File: src/rtl/cm_arb_rr_lock.sv
// AHB-Lite slave-port arbiter: priority + round-robin tie-break, locked-transfer
// ownership with timeout and a one-arbitration penalty for the timed-out owner.
module cm_arb_rr_lock #(
    parameter int unsigned REQ_NUM   = 4,
    parameter int unsigned PRI_WIDTH = 2,
    parameter int unsigned RR_EN     = 1,
    parameter int unsigned MAX_LOCK  = 16,
    localparam int unsigned IDX_W    = (REQ_NUM > 2) ? $clog2(REQ_NUM) : 1
) (
    input  logic                           clk,
    input  logic                           rst_n,
    input  logic [REQ_NUM-1:0]             req,
    input  logic [PRI_WIDTH*REQ_NUM-1:0]   pri,
    input  logic [REQ_NUM-1:0]             lock,
    input  logic                           ready,
    output logic [REQ_NUM-1:0]             gnt,
    output logic [IDX_W-1:0]               gnt_idx,
    output logic [REQ_NUM-1:0]             last_gnt,
    output logic                           locked
);

    localparam int unsigned CNT_W = (MAX_LOCK > 0) ? $clog2(MAX_LOCK + 1) : 1;
    localparam logic [CNT_W-1:0] CNT_MAX = '1;

    typedef enum logic {
        ST_ARB  = 1'b0,
        ST_LOCK = 1'b1
    } state_t;

    state_t               r_state;
    logic [IDX_W-1:0]     r_owner;
    logic [CNT_W-1:0]     r_lock_cnt;
    logic [REQ_NUM-1:0]   r_pen_mask;
    logic [IDX_W-1:0]     r_rr_ptr;
    logic [REQ_NUM-1:0]   r_last_gnt;

    logic [REQ_NUM-1:0]   w_eff_req;
    logic [PRI_WIDTH-1:0] w_top;
    logic [REQ_NUM-1:0]   w_cand;
    logic                 w_arb_found;
    logic [IDX_W-1:0]     w_arb_idx;
    logic                 w_hold;
    logic                 w_timeout;
    logic [IDX_W-1:0]     w_sel_idx;
    logic                 w_gnt_en;
    logic [REQ_NUM-1:0]   w_gnt;

    state_t               w_state_nxt;
    logic [IDX_W-1:0]     w_owner_nxt;
    logic [CNT_W-1:0]     w_cnt_nxt;
    logic [REQ_NUM-1:0]   w_pen_nxt;

    // Priority arbitration over requests, skipping a penalised master unless it is alone
    always_comb begin
        w_eff_req = req & ~r_pen_mask;
        if (w_eff_req == '0) begin
            w_eff_req = req;
        end

        w_top = '0;
        for (int unsigned i = 0; i < REQ_NUM; i++) begin
            if (w_eff_req[i] && (pri[i*PRI_WIDTH +: PRI_WIDTH] > w_top)) begin
                w_top = pri[i*PRI_WIDTH +: PRI_WIDTH];
            end
        end

        w_cand = '0;
        for (int unsigned i = 0; i < REQ_NUM; i++) begin
            w_cand[i] = w_eff_req[i] && (pri[i*PRI_WIDTH +: PRI_WIDTH] == w_top);
        end

        w_arb_found = 1'b0;
        w_arb_idx   = '0;
        if (RR_EN != 0) begin
            for (int unsigned k = 1; k <= REQ_NUM; k++) begin
                if (!w_arb_found && w_cand[IDX_W'((32'(r_rr_ptr) + k) % REQ_NUM)]) begin
                    w_arb_found = 1'b1;
                    w_arb_idx   = IDX_W'((32'(r_rr_ptr) + k) % REQ_NUM);
                end
            end
        end else begin
            for (int unsigned i = 0; i < REQ_NUM; i++) begin
                if (!w_arb_found && w_cand[i]) begin
                    w_arb_found = 1'b1;
                    w_arb_idx   = IDX_W'(i);
                end
            end
        end
    end

    // Lock owner bypasses arbitration while it keeps requesting
    always_comb begin
        w_hold    = (r_state == ST_LOCK) && req[r_owner];
        w_timeout = (MAX_LOCK != 0) && ((32'(r_lock_cnt) + 32'd1) == MAX_LOCK);
        w_sel_idx = w_hold ? r_owner : w_arb_idx;
        w_gnt_en  = (w_hold || w_arb_found) && ready && rst_n;
        w_gnt     = '0;
        if (w_gnt_en) begin
            w_gnt[w_sel_idx] = 1'b1;
        end
    end

    // Next-state logic; only evaluated into registers on ready cycles
    always_comb begin
        w_state_nxt = r_state;
        w_owner_nxt = r_owner;
        w_cnt_nxt   = r_lock_cnt;
        w_pen_nxt   = r_pen_mask;
        if (w_hold) begin
            w_pen_nxt = '0;
            if (!lock[r_owner]) begin
                w_state_nxt = ST_ARB;
                w_cnt_nxt   = '0;
            end else if (w_timeout) begin
                w_state_nxt          = ST_ARB;
                w_cnt_nxt            = '0;
                w_pen_nxt[r_owner]   = 1'b1;
            end else if (r_lock_cnt != CNT_MAX) begin
                w_cnt_nxt = r_lock_cnt + CNT_W'(1);
            end
        end else begin
            w_state_nxt = ST_ARB;
            w_cnt_nxt   = '0;
            if (w_arb_found) begin
                w_pen_nxt = '0;
                if (lock[w_arb_idx]) begin
                    if (MAX_LOCK == 1) begin
                        w_pen_nxt[w_arb_idx] = 1'b1;
                    end else begin
                        w_state_nxt = ST_LOCK;
                        w_owner_nxt = w_arb_idx;
                        w_cnt_nxt   = CNT_W'(1);
                    end
                end
            end
        end
    end

    always_ff @(posedge clk or negedge rst_n) begin
        if (!rst_n) begin
            r_state    <= ST_ARB;
            r_owner    <= '0;
            r_lock_cnt <= '0;
            r_pen_mask <= '0;
            r_rr_ptr   <= IDX_W'(REQ_NUM - 1);
            r_last_gnt <= '0;
        end else if (ready) begin
            r_state    <= w_state_nxt;
            r_owner    <= w_owner_nxt;
            r_lock_cnt <= w_cnt_nxt;
            r_pen_mask <= w_pen_nxt;
            if (w_gnt != '0) begin
                r_rr_ptr <= w_sel_idx;
                if (w_gnt != r_last_gnt) begin
                    r_last_gnt <= w_gnt;
                end
            end
        end
    end

    assign gnt      = w_gnt;
    assign gnt_idx  = w_gnt_en ? w_sel_idx : '0;
    assign last_gnt = r_last_gnt;
    assign locked   = (r_state == ST_LOCK);

endmodule

File: config.mk
export PLATFORM = sky130hd
export DESIGN_NAME = cm_arb_rr_lock
export DESIGN_NICKNAME = d
export VERILOG_FILES = /design/src/rtl/cm_arb_rr_lock.sv
export SDC_FILE = /design/constraint.sdc
export NUM_CORES = 1
export LEC_CHECK = 0
export ABC_AREA = 0
export CAP_MARGIN = 20
export CORE_ASPECT_RATIO = 0.9
export CORE_MARGIN = 8
export CORE_UTILIZATION = 39
export CTS_BUF_LIST = sky130_fd_sc_hd__clkbuf_16
export CTS_CLUSTER_DIAMETER = 60
export CTS_CLUSTER_SIZE = 8
export DETAILED_ROUTE_END_ITERATION = 12
export HOLD_SLACK_MARGIN = 0.06
export PLACE_DENSITY_LB_ADDON = 0.08
export REMOVE_ABC_BUFFERS = 1
export SETUP_SLACK_MARGIN = 0.15
export SYNTH_ARGS = -nofsm -noshare
export SYNTH_HDL_FRONTEND = slang
export SYNTH_SLANG_ARGS = --single-unit
File: constraint.sdc
create_clock -name clk -period 15.28 [get_ports clk]
set_input_delay 3.056 -clock clk [delete_from_list [all_inputs] [get_ports clk]]
set_output_delay 3.056 -clock clk [all_outputs]
set_load 0.005 [all_outputs]
==> results.json <==
{
  "synthDistinctLibCells": 63,
  "io_pins": 30,
  "netlist_area_mm2": 0.001976,
  "gp_congestion": 0.9229,
  "worst_pin_slew_ns": 0.6521,
  "cts_setup_buffers": 0,
  "drtAntennaViolNets": 0,
  "worstSetupEndpointType": "primary output",
  "detail_route.wl_per_cell_um": 16.27,
  "hold_viol": 0,
  "ys_dominant_reg_cell": "dfrtp_1",
  "grt-busiest-layer": "met2",
  "antenna_found_initial": 0,
  "async_flop_share_pct": 100.0,
  "h-tree-depth": 1,
  "cp.arrival_ns": 10.72,
  "synth-edff-count": 0,
  "report.final.slew_viol_count": 0,
  "stdcell_count": 332,
  "crit_type": "input pin to primary output",
  "portBuffers": 29,
  "clockBufferDepth": 2,
  "cts-resized-gates": 0,
  "drc_errors": 0,
  "clkTransAtPathRegs_ns": 0.05,
  "grt_start_max_net_pins": 20,
  "slew_headroom_pct": 55.92,
  "period_share_pct": 90.17,
  "finClkSkew_ns": 0.002465,
  "netlist_instances": 240,
  "maxCapViolations": 0,
  "finalNetCount": 295,
  "path_max_fanout": 15,
  "hold_class": "register to register",
  "leakage_nw": 1.009,
  "startpoint_type": "input pin",
  "yosys_warnings": 0,
  "setup_violations": 0,
  "yosys_register_bits": 18,
  "antenna_cells": 0,
  "cts_tree": "yes",
  "grt_pass1_wl_mm": 9.204,
  "dp_cells": 328,
  "avgSynthCellArea_um2": 8.232,
  "initial_core_util_pct": 40.61,
  "detail_route.vias_per_cell": 5.732,
  "reg2reg_depth": 26,
  "use_met3_pct": 2.788,
  "status": "completed",
  "drive_gt1_share_pct": 10.49,
  "area_growth_pct": 21.72,
  "die_h_um": 83.52,
  "fin_tns_setup_ns": 0,
  "grt_usage_pct": 14.38,
  "clock_latency_ns": 0.25,
  "hpwl_mm": 4.284,
  "grt_use_met1_pct": 20.50,
  "yosysSeqAreaShare_pct": 22.93,
  "dp_slack_ns": 1.519,
  "powerDensity_mw_per_mm2": 114.4,
  "cts-root-buf": "clkbuf_16",
  "cts_buffers": 3,
  "dr.pass1.iters": 4,
  "gr-usage-met2_pct": 22.00,
  "die_w_um": 91.03,
  "critPathMaxStageDelay_ns": 0.60,
  "cp_slowest_cell": "or3b_1",
  "period_needed_ns": 13.78,
  "design.core.area_mm2": 0.004865,
  "max_freq_mhz": 72.58,
  "route.vias.total": 1903,
  "cp_data_required_time_ns": 12.22,
  "rsz0062_at_grt": "no",
  "grt_pass1_vias": 1860,
  "fp-row-count": 24,
  "ctsHoldBuffers": 0,
  "dieArea_mm2": 0.007602,
  "gr-total-overflow": 0,
  "finalWorstSetupSlack_ns": 1.503,
  "wl_mm": 5.401,
  "cpMostUsedCell": "nor2b_1",
  "clock_sinks": 18,
  "irDropWorstVdd_v": 0.00006710,
  "drt_iter0_drc": 157,
  "worstHoldPathCells": 1
}
-- critical path, delay by kind of cell --
family | cells | cell delay, ns
buf+inv | 3 | 1.13
compound gates | 10 | 2.81
simple gates | 11 | 2.86
fa+ha+maj | 3 | 0.86
-- cell families after synthesis --
group                      share of synthesized area, %
xor gates and xnor gates                          1.330
DFF                                               22.93
buffers and inverters                             4.306
muxes                                             4.876
adders and majority gates                         5.067
AOI/OAI and AO/OA                                 32.93
and+or+nand+nor                                   28.56
-- where the power goes --
part / internal, mW / total [mW] / switching, mW
logic: 0.0665 / 0.143 / 0.0765
clock network: 0.0349 / 0.0538 / 0.0189
registers: 0.0619 / 0.0782 / 0.0163
-- layout by cell type (no fill, tap or decap), types with 3 or more instances in the layout --
cell type        count
nand2_1             30
dfrtp_1             16
and2_1               4
a21o_1               8
inv_1               15
o31ai_1              4
ha_1                 8
nor2_1              12
nand2b_1             7
a21oi_1             13
nand4_1              4
nand3_1              8
nor2b_1              7
clkdlybuf4s50_1     29
o21ai_1              3
mux2i_1              4
a31oi_1              6
o211ai_1             3
clkbuf_16            3
nor3_1               4
o31a_1               3
and3_1               5
o21ai_0             12
o21a_1               4
-- state kept, by name, indices dropped and copies added (netlist names) --
register    count
r_lock_cnt      5
last_gnt        4
r_pen_mask      4
r_owner         2
r_rr_ptr        2
locked          1
-- layout make-up --
cell class                      count  area (um2)
Timing Repair Buffer               30       297.8
Fill cell                         480        2460
Sequential cell                    18       452.9
Tap cell                           65       81.33
Multi-Input combinational cell    200        1438
Clock buffer                        3       75.07
Inverter                           15       56.30
Clock inverter                      1       3.754
-- cell usage after synthesis (3+ instances only) --
cell type | number | share of area, %
o21ai_1 | 3 | 0.76
and2_1 | 4 | 1.3
and3_1 | 5 | 1.6
nor3_1 | 4 | 1.0
ha_1 | 8 | 5.1
nand4_1 | 4 | 1.3
clkbuf_1 | 5 | 0.95
nor2b_1 | 7 | 2.2
nor2_1 | 12 | 2.3
mux2i_1 | 4 | 2.0
a21o_1 | 8 | 3.0
o31a_1 | 3 | 1.3
inv_1 | 15 | 2.8
o21a_1 | 4 | 1.5
nand3_1 | 8 | 2.0
nand2_1 | 30 | 5.7
a21oi_1 | 13 | 3.3
o31ai_1 | 4 | 1.5
a31oi_1 | 6 | 1.9
nand2b_1 | 7 | 2.2
o21ai_0 | 12 | 3.0
o211ai_1 | 3 | 1.1
dfrtp_1 | 16 | 20
-- metrics by stage --
step                power (mW)  utilization, %  hold WS (ns)  area (um2)
finish                  0.2750           49.43        0.4694        2405
floorplan               0.1733               -        0.4704        1947
detailed placement      0.2217           47.81        0.4646        2326
global route            0.2948           49.43        0.4963        2405
global placement        0.2222           47.81        0.4668        2326
CTS                     0.2766           49.43        0.4768        2405
-- per-layer routing --
layer	vias to the layer above	share of wire, %
met5	-	0
met4	0	0.54
met3	5	4.1
met2	42	44
met1	893	52
li1	963	-
-- worst paths after layout --
path	startpoint	slack, ns	endpoint
max in group asynchronous	rst_n	11.87	r_rr_ptr[0]
min in group asynchronous	rst_n	3.15	r_lock_cnt[4]
setup reg to reg	r_pen_mask[3]	8.15	r_lock_cnt[0]
setup / recovery	req[2]	1.50	gnt[1]
hold / removal	last_gnt[2]	0.47	last_gnt[2]
hold reg to reg	last_gnt[2]	0.47	last_gnt[2]
(Power assumes the default switching activity.)
==> edit 1 (same flow settings) <==
Make the reset (`rst_n`) synchronous in one clocked block.
--- a/src/rtl/cm_arb_rr_lock.sv
+++ b/src/rtl/cm_arb_rr_lock.sv
@@ -136,7 +136,7 @@
         end
     end
 
-    always_ff @(posedge clk or negedge rst_n) begin
+    always_ff @(posedge clk) begin
         if (!rst_n) begin
             r_state    <= ST_ARB;
             r_owner    <= '0;
Function: differs if rst_n is asserted again (counterexample within 4 cycles, from zero or initial values and one cycle with rst_n low); with rst_n held inactive, the same outputs for 4 cycles.
==> edit 1 against the unedited design <==
Worst hold slack better by 16 ps. Register-to-register slack got worse by 50 ps. Critical path depth did not move. Synthesized area rose by 3.7%. Routed wire length grew 1.9%. Sequential share of layout area down 4.2 points. Sequential cell count stayed put. Setup slack improved by 250 ps. Final area is 2.7% higher. Total power down 22%. Largest cell class unchanged. Largest power group unchanged. Highest routed layer is now met3.
==> edit 1: results (changes against the unedited design) <==
Placement
  – Placed Area: 2391 sq um (+2.8%)
  – Dpl hpwl: 4386 um (+2.4%)

Drt
  – Met3 wire length: 320 um (+43%)
  – Initial DRC count: 121 (-23%)
  – Uppermost layer routed: met3
  – Vias/cell: 5.790 (+1.0%)

Setup path
  – R2r endpoint: last_gnt[0]
  – Slowest CP cell: o2111ai_1
  – Reg-to-reg slack, setup: 8100 ps (-50 ps)
  – Worst path max stage delay: 780 ps (+180 ps)
  – CP Data Arrival Time: 10470 ps (-250 ps)

Global route
  – Routing usage on met1: 0.2078 (+0.002833)
  – M3 GR Usage: 0.02941 (+0.001534)
  – GRT Util Overall: 0.1381 (-0.005769)
  – First-pass GRT wire length: 9170 um (-0.37%)

Finish
  – Count of plain and timing-repair buffers: 29 (-3.3%)
  – Area growth syn-to-layout: 20.51%
  – Clk tree area frac: 0.03191 (-0.0008634)
  – Fill cells: 517 (+7.7%)
  – Non-clk invs: 13 (-2)
  – Nets: 314 (+6.4%)

STA
  – Final hold slack: 485.1 ps (+15.76 ps)

Logic synthesis
  – Most frequent cells after synthesis: nand2_1, nor2_1, dfxtp_1, inv_1
  – Avg Inst Size Synth: 7.913 sq um (-3.9%)
  – Synth top area cells: dfxtp_1, nand2_1, nor2_1
  – Synth Flop Type: dfxtp_1
  – Synth Area in XOR/XNOR: 0.008547 (-0.004753)
  – Share of the yosys chip area belonging to registers: 0.1758 (-0.05343)
  – Post-synthesis compound-gate area fraction: 0.3718 (+0.04247)
  – Number of distinct library cells after synthesis: 74 (+17%)

Power and ir drop
  – Lkg Pwr: 0.0009380 uW (-7.0%)
  – P_sw: 83.95 uW (-25%)

Outcome
  – Status: complete, no violations
[edit 1: cell types whose count changed in the layout (fill, tap and decap cells not counted), moves of 3 or more]
cell and change:
o21ai_0 -3, a21o_1 -6, dfxtp_1 +18, nor3b_1 +3, o211ai_1 +3, nand3_1 +3, nor2_1 +16, o31ai_1 -4
dfrtp_1 -16, a31oi_1 -3
[edit 1: power groups by stage]
stage               Combinational, uW  Clock, uW  Sequential (uW)
floorplan                        76.0          0             56.6
global placement                  105          0             57.9
detailed placement                104          0             57.9
CTS                               105       54.1             56.9
global route                      117       56.9             57.8
finish                            105       53.1             57.1
[edit 1: worst max-delay path by stage]
stage,from,end,slack [ps],cells after the start
6_report,req[2],gnt[2],1750,27
5_1_grt,req[2],gnt[0],1140,27
4_1_cts,req[2],gnt[2],1780,27
3_5_place_dp,req[2],gnt[2],1830,27
3_3_place_gp,req[3],gnt[0],1920,27
2_1_floorplan,req[3],gnt[0],3700,25
==> edit 2 (same flow settings) <==
Made on the original files. Set the parameter `RR_EN` to 0 (it was 1).
--- a/src/rtl/cm_arb_rr_lock.sv
+++ b/src/rtl/cm_arb_rr_lock.sv
@@ -3,7 +3,7 @@
 module cm_arb_rr_lock #(
     parameter int unsigned REQ_NUM   = 4,
     parameter int unsigned PRI_WIDTH = 2,
-    parameter int unsigned RR_EN     = 1,
+    parameter int unsigned RR_EN     = 0,
     parameter int unsigned MAX_LOCK  = 16,
     localparam int unsigned IDX_W    = (REQ_NUM > 2) ? $clog2(REQ_NUM) : 1
 ) (
Check against the original RTL: not equivalent (a bounded check fails within 4 cycles, from zero or initial values and one cycle with rst_n low).
==> edit 2 against the unedited design <==
Utilization is 0.26 points lower. Setup slack better by 430 ps. Synthesized area is 0.44% higher. Worst hold slack better by 75 ps. Sequential cell count is 2 lower. Non-clock buffer count is 1 lower. Routed wire length is 7.9% lower. Final area is 0.52% lower. Register-to-register slack worse by 120 ps. Total power is 8.6% lower. Via count is 2.4% lower. Sequential share of layout area is 2.1 points lower. Critical endpoint is now gnt[2].
==> edit 2: results (changes against the unedited design) <==
Outcome
  – Status: complete, no violations

Finish
  – Layout Cells excl Fill: 330 (-0.60%)
  – Ant. Diodes: 0 (unchanged)
  – Ratio of cells with drive above 1 in the final layout: 0.1132 (+0.008339)
  – Fill cells: 499 (+4.0%)
  – Nets: 294 (-0.34%)

Global route
  – M3 GR Usage: 0.03417 (+0.006295)
  – Met2 Usage GRT: 0.1924 (-0.02767)
  – First-pass GRT wire length: 8549 um (-7.1%)
  – GRT Util Overall: 0.1323 (-0.01154)
  – Antenna violations before repair: 0 (unchanged)
  – Vias in the first global route: 1758 (-5.5%)
  – Pin count of the biggest net entering global routing: 19 (-5.0%)
  – Routing usage on met1: 0.1918 (-0.01312)

STA
  – Slew headroom: 0.4635 (-0.09564)
  – Skew final: 4.550 ps (+2.085 ps)

Drt
  – Vias/cell: 5.630 (-1.8%)
  – Initial DRC count: 112 (-29%)
  – WL final: 4972 um (-7.9%)
  – DR pass1 iterations: 4 (unchanged)

Clock network
  – Htree depth: 1 (unchanged)
  – Number of setup buffers added after CTS: 0 (unchanged)
  – Clk_lat worst skew: 240 ps
  – Number of buffers created by CTS: 3 (unchanged)
  – Clock Path Buffers: 2 (unchanged)
  – CTS Root Cell: clkbuf_16
  – Clock slew at reported path FFs: 50 ps (about the same)

Logic synthesis
  – Area share of the largest cell type after synthesis: 0.2018 (-0.0008945)
  – Number of distinct library cells after synthesis: 69 (+9.5%)
  – Avg Inst Size Synth: 8.303 sq um (+0.86%)
  – Most frequent cells after synthesis: nand2_1, inv_1, dfrtp_1, nor2_1, o21ai_0
  – Synth top area cells: dfrtp_1, ha_1, nand2_1
  – Synth async-reset ratio: 1.000 (unchanged)
  – Share of the yosys chip area belonging to registers: 0.2018 (-0.02749)

Power and ir drop
  – Worst vdd ir: 89.74 uV (+34%)
  – Lkg Pwr: 0.001012 uW (+0.27%)

Setup path
  – CP Data Arrival Time: 10290 ps (-430 ps)
  – Max FO, Critical Path: 13 (-2)

Placement
  – Dpl hpwl: 4083 um (-4.7%)
  – Placed Area: 2313 sq um (-0.54%)
  – Final RePlAce weighted congestion: 0.8442 (-8.5%)
  – # port buffers: 29 (unchanged)
==> edit 2: cell count changes after synthesis, sizes merged, moves of 4 or more <==
cell / change
mux2i: +5
o41ai: +4
a31oi: -5
a21oi: -6
nand2: -4
a21o: -4
inv: +5
==> edit 2: per-stage QoR <==
stage,setup WS (ps),util
after floorplan,3888,-
after global placement,2106,0.4756
after detailed placement,1948,0.4756
after CTS,1931,0.4918
after global routing,1392,0.4918
final,1937,0.4918
==> edit 2: critical path: stages <==
cell	delay, ps
clkdlybuf4s50_1	540
nor2b_4	210
o31ai_2	300
and3_1	260
inv_1	80
ha_1	280
nor2b_1	130
o211ai_1	270
nand2b_1	250
a21oi_1	160
ha_1	320
nor2b_1	130
a2bb2oi_1	300
nand2_1	320
nor2_1	230
or2_1	180
ha_1	260
nor2b_1	140
o211a_1	230
nand2_1	330
mux2_2	230
o22ai_1	70
o22ai_1	410
nor2_1	200
o41ai_2	420
nor2b_1	240
and2_1	210
clkdlybuf4s50_1	520
==> edit 2: path summary, 6_finish.rpt <==
check                                    from             to  slack, ps  cells after the start
worst max-delay path                   req[3]         gnt[2]       1940                     28
worst min-delay path            r_lock_cnt[4]  r_lock_cnt[4]        540                      2
worst max register to register  r_pen_mask[2]    last_gnt[0]       8030                     28
worst min register to register  r_lock_cnt[4]  r_lock_cnt[4]        540                      2
max in group asynchronous               rst_n  r_pen_mask[1]      11500                      1
min in group asynchronous               rst_n    last_gnt[0]       3280                      1
==> edit 2: cell families (layout without fill, tap and decap cells) <==
| family | Yosys count | count (layout) | synth area share |
|---|---|---|---|
| DFF | 16 | 16 | 0.2018 |
| muxes | 13 | 13 | 0.06999 |
| adders and majority gates | 9 | 9 | 0.05675 |
| AOI/OAI and AO/OA | 68 | 68 | 0.3014 |
| and+or+nand+nor | 103 | 103 | 0.2976 |
| buffers and inverters | 27 | 53 | 0.05926 |
| xor gates and xnor gates | 3 | 3 | 0.01324 |
==> edit 2: where the power goes <==
part           internal, uW  switching (uW)
Sequential             51.6            15.7
Clock                  34.7            15.6
Combinational          64.3            69.5
Total                   151             101
==> edit 2: metal layers <==
metal	wire length (um)	up-vias
met4	14	0
li1	-	954
met1	2565	874
met2	2129	28
met5	0	-
met3	262	2
==> edit 2: area by class of cell <==
type	instances	area [sq um]	area share
multi-input cells	196	1466	0.6130
flip-flops and latches	16	400.4	0.1674
repair buffers	29	290.3	0.1213
well taps	65	81.33	0.03400
clock buffers	3	75.07	0.03138
inverters	20	75.07	0.03138
clock inverters	1	3.754	0.001569
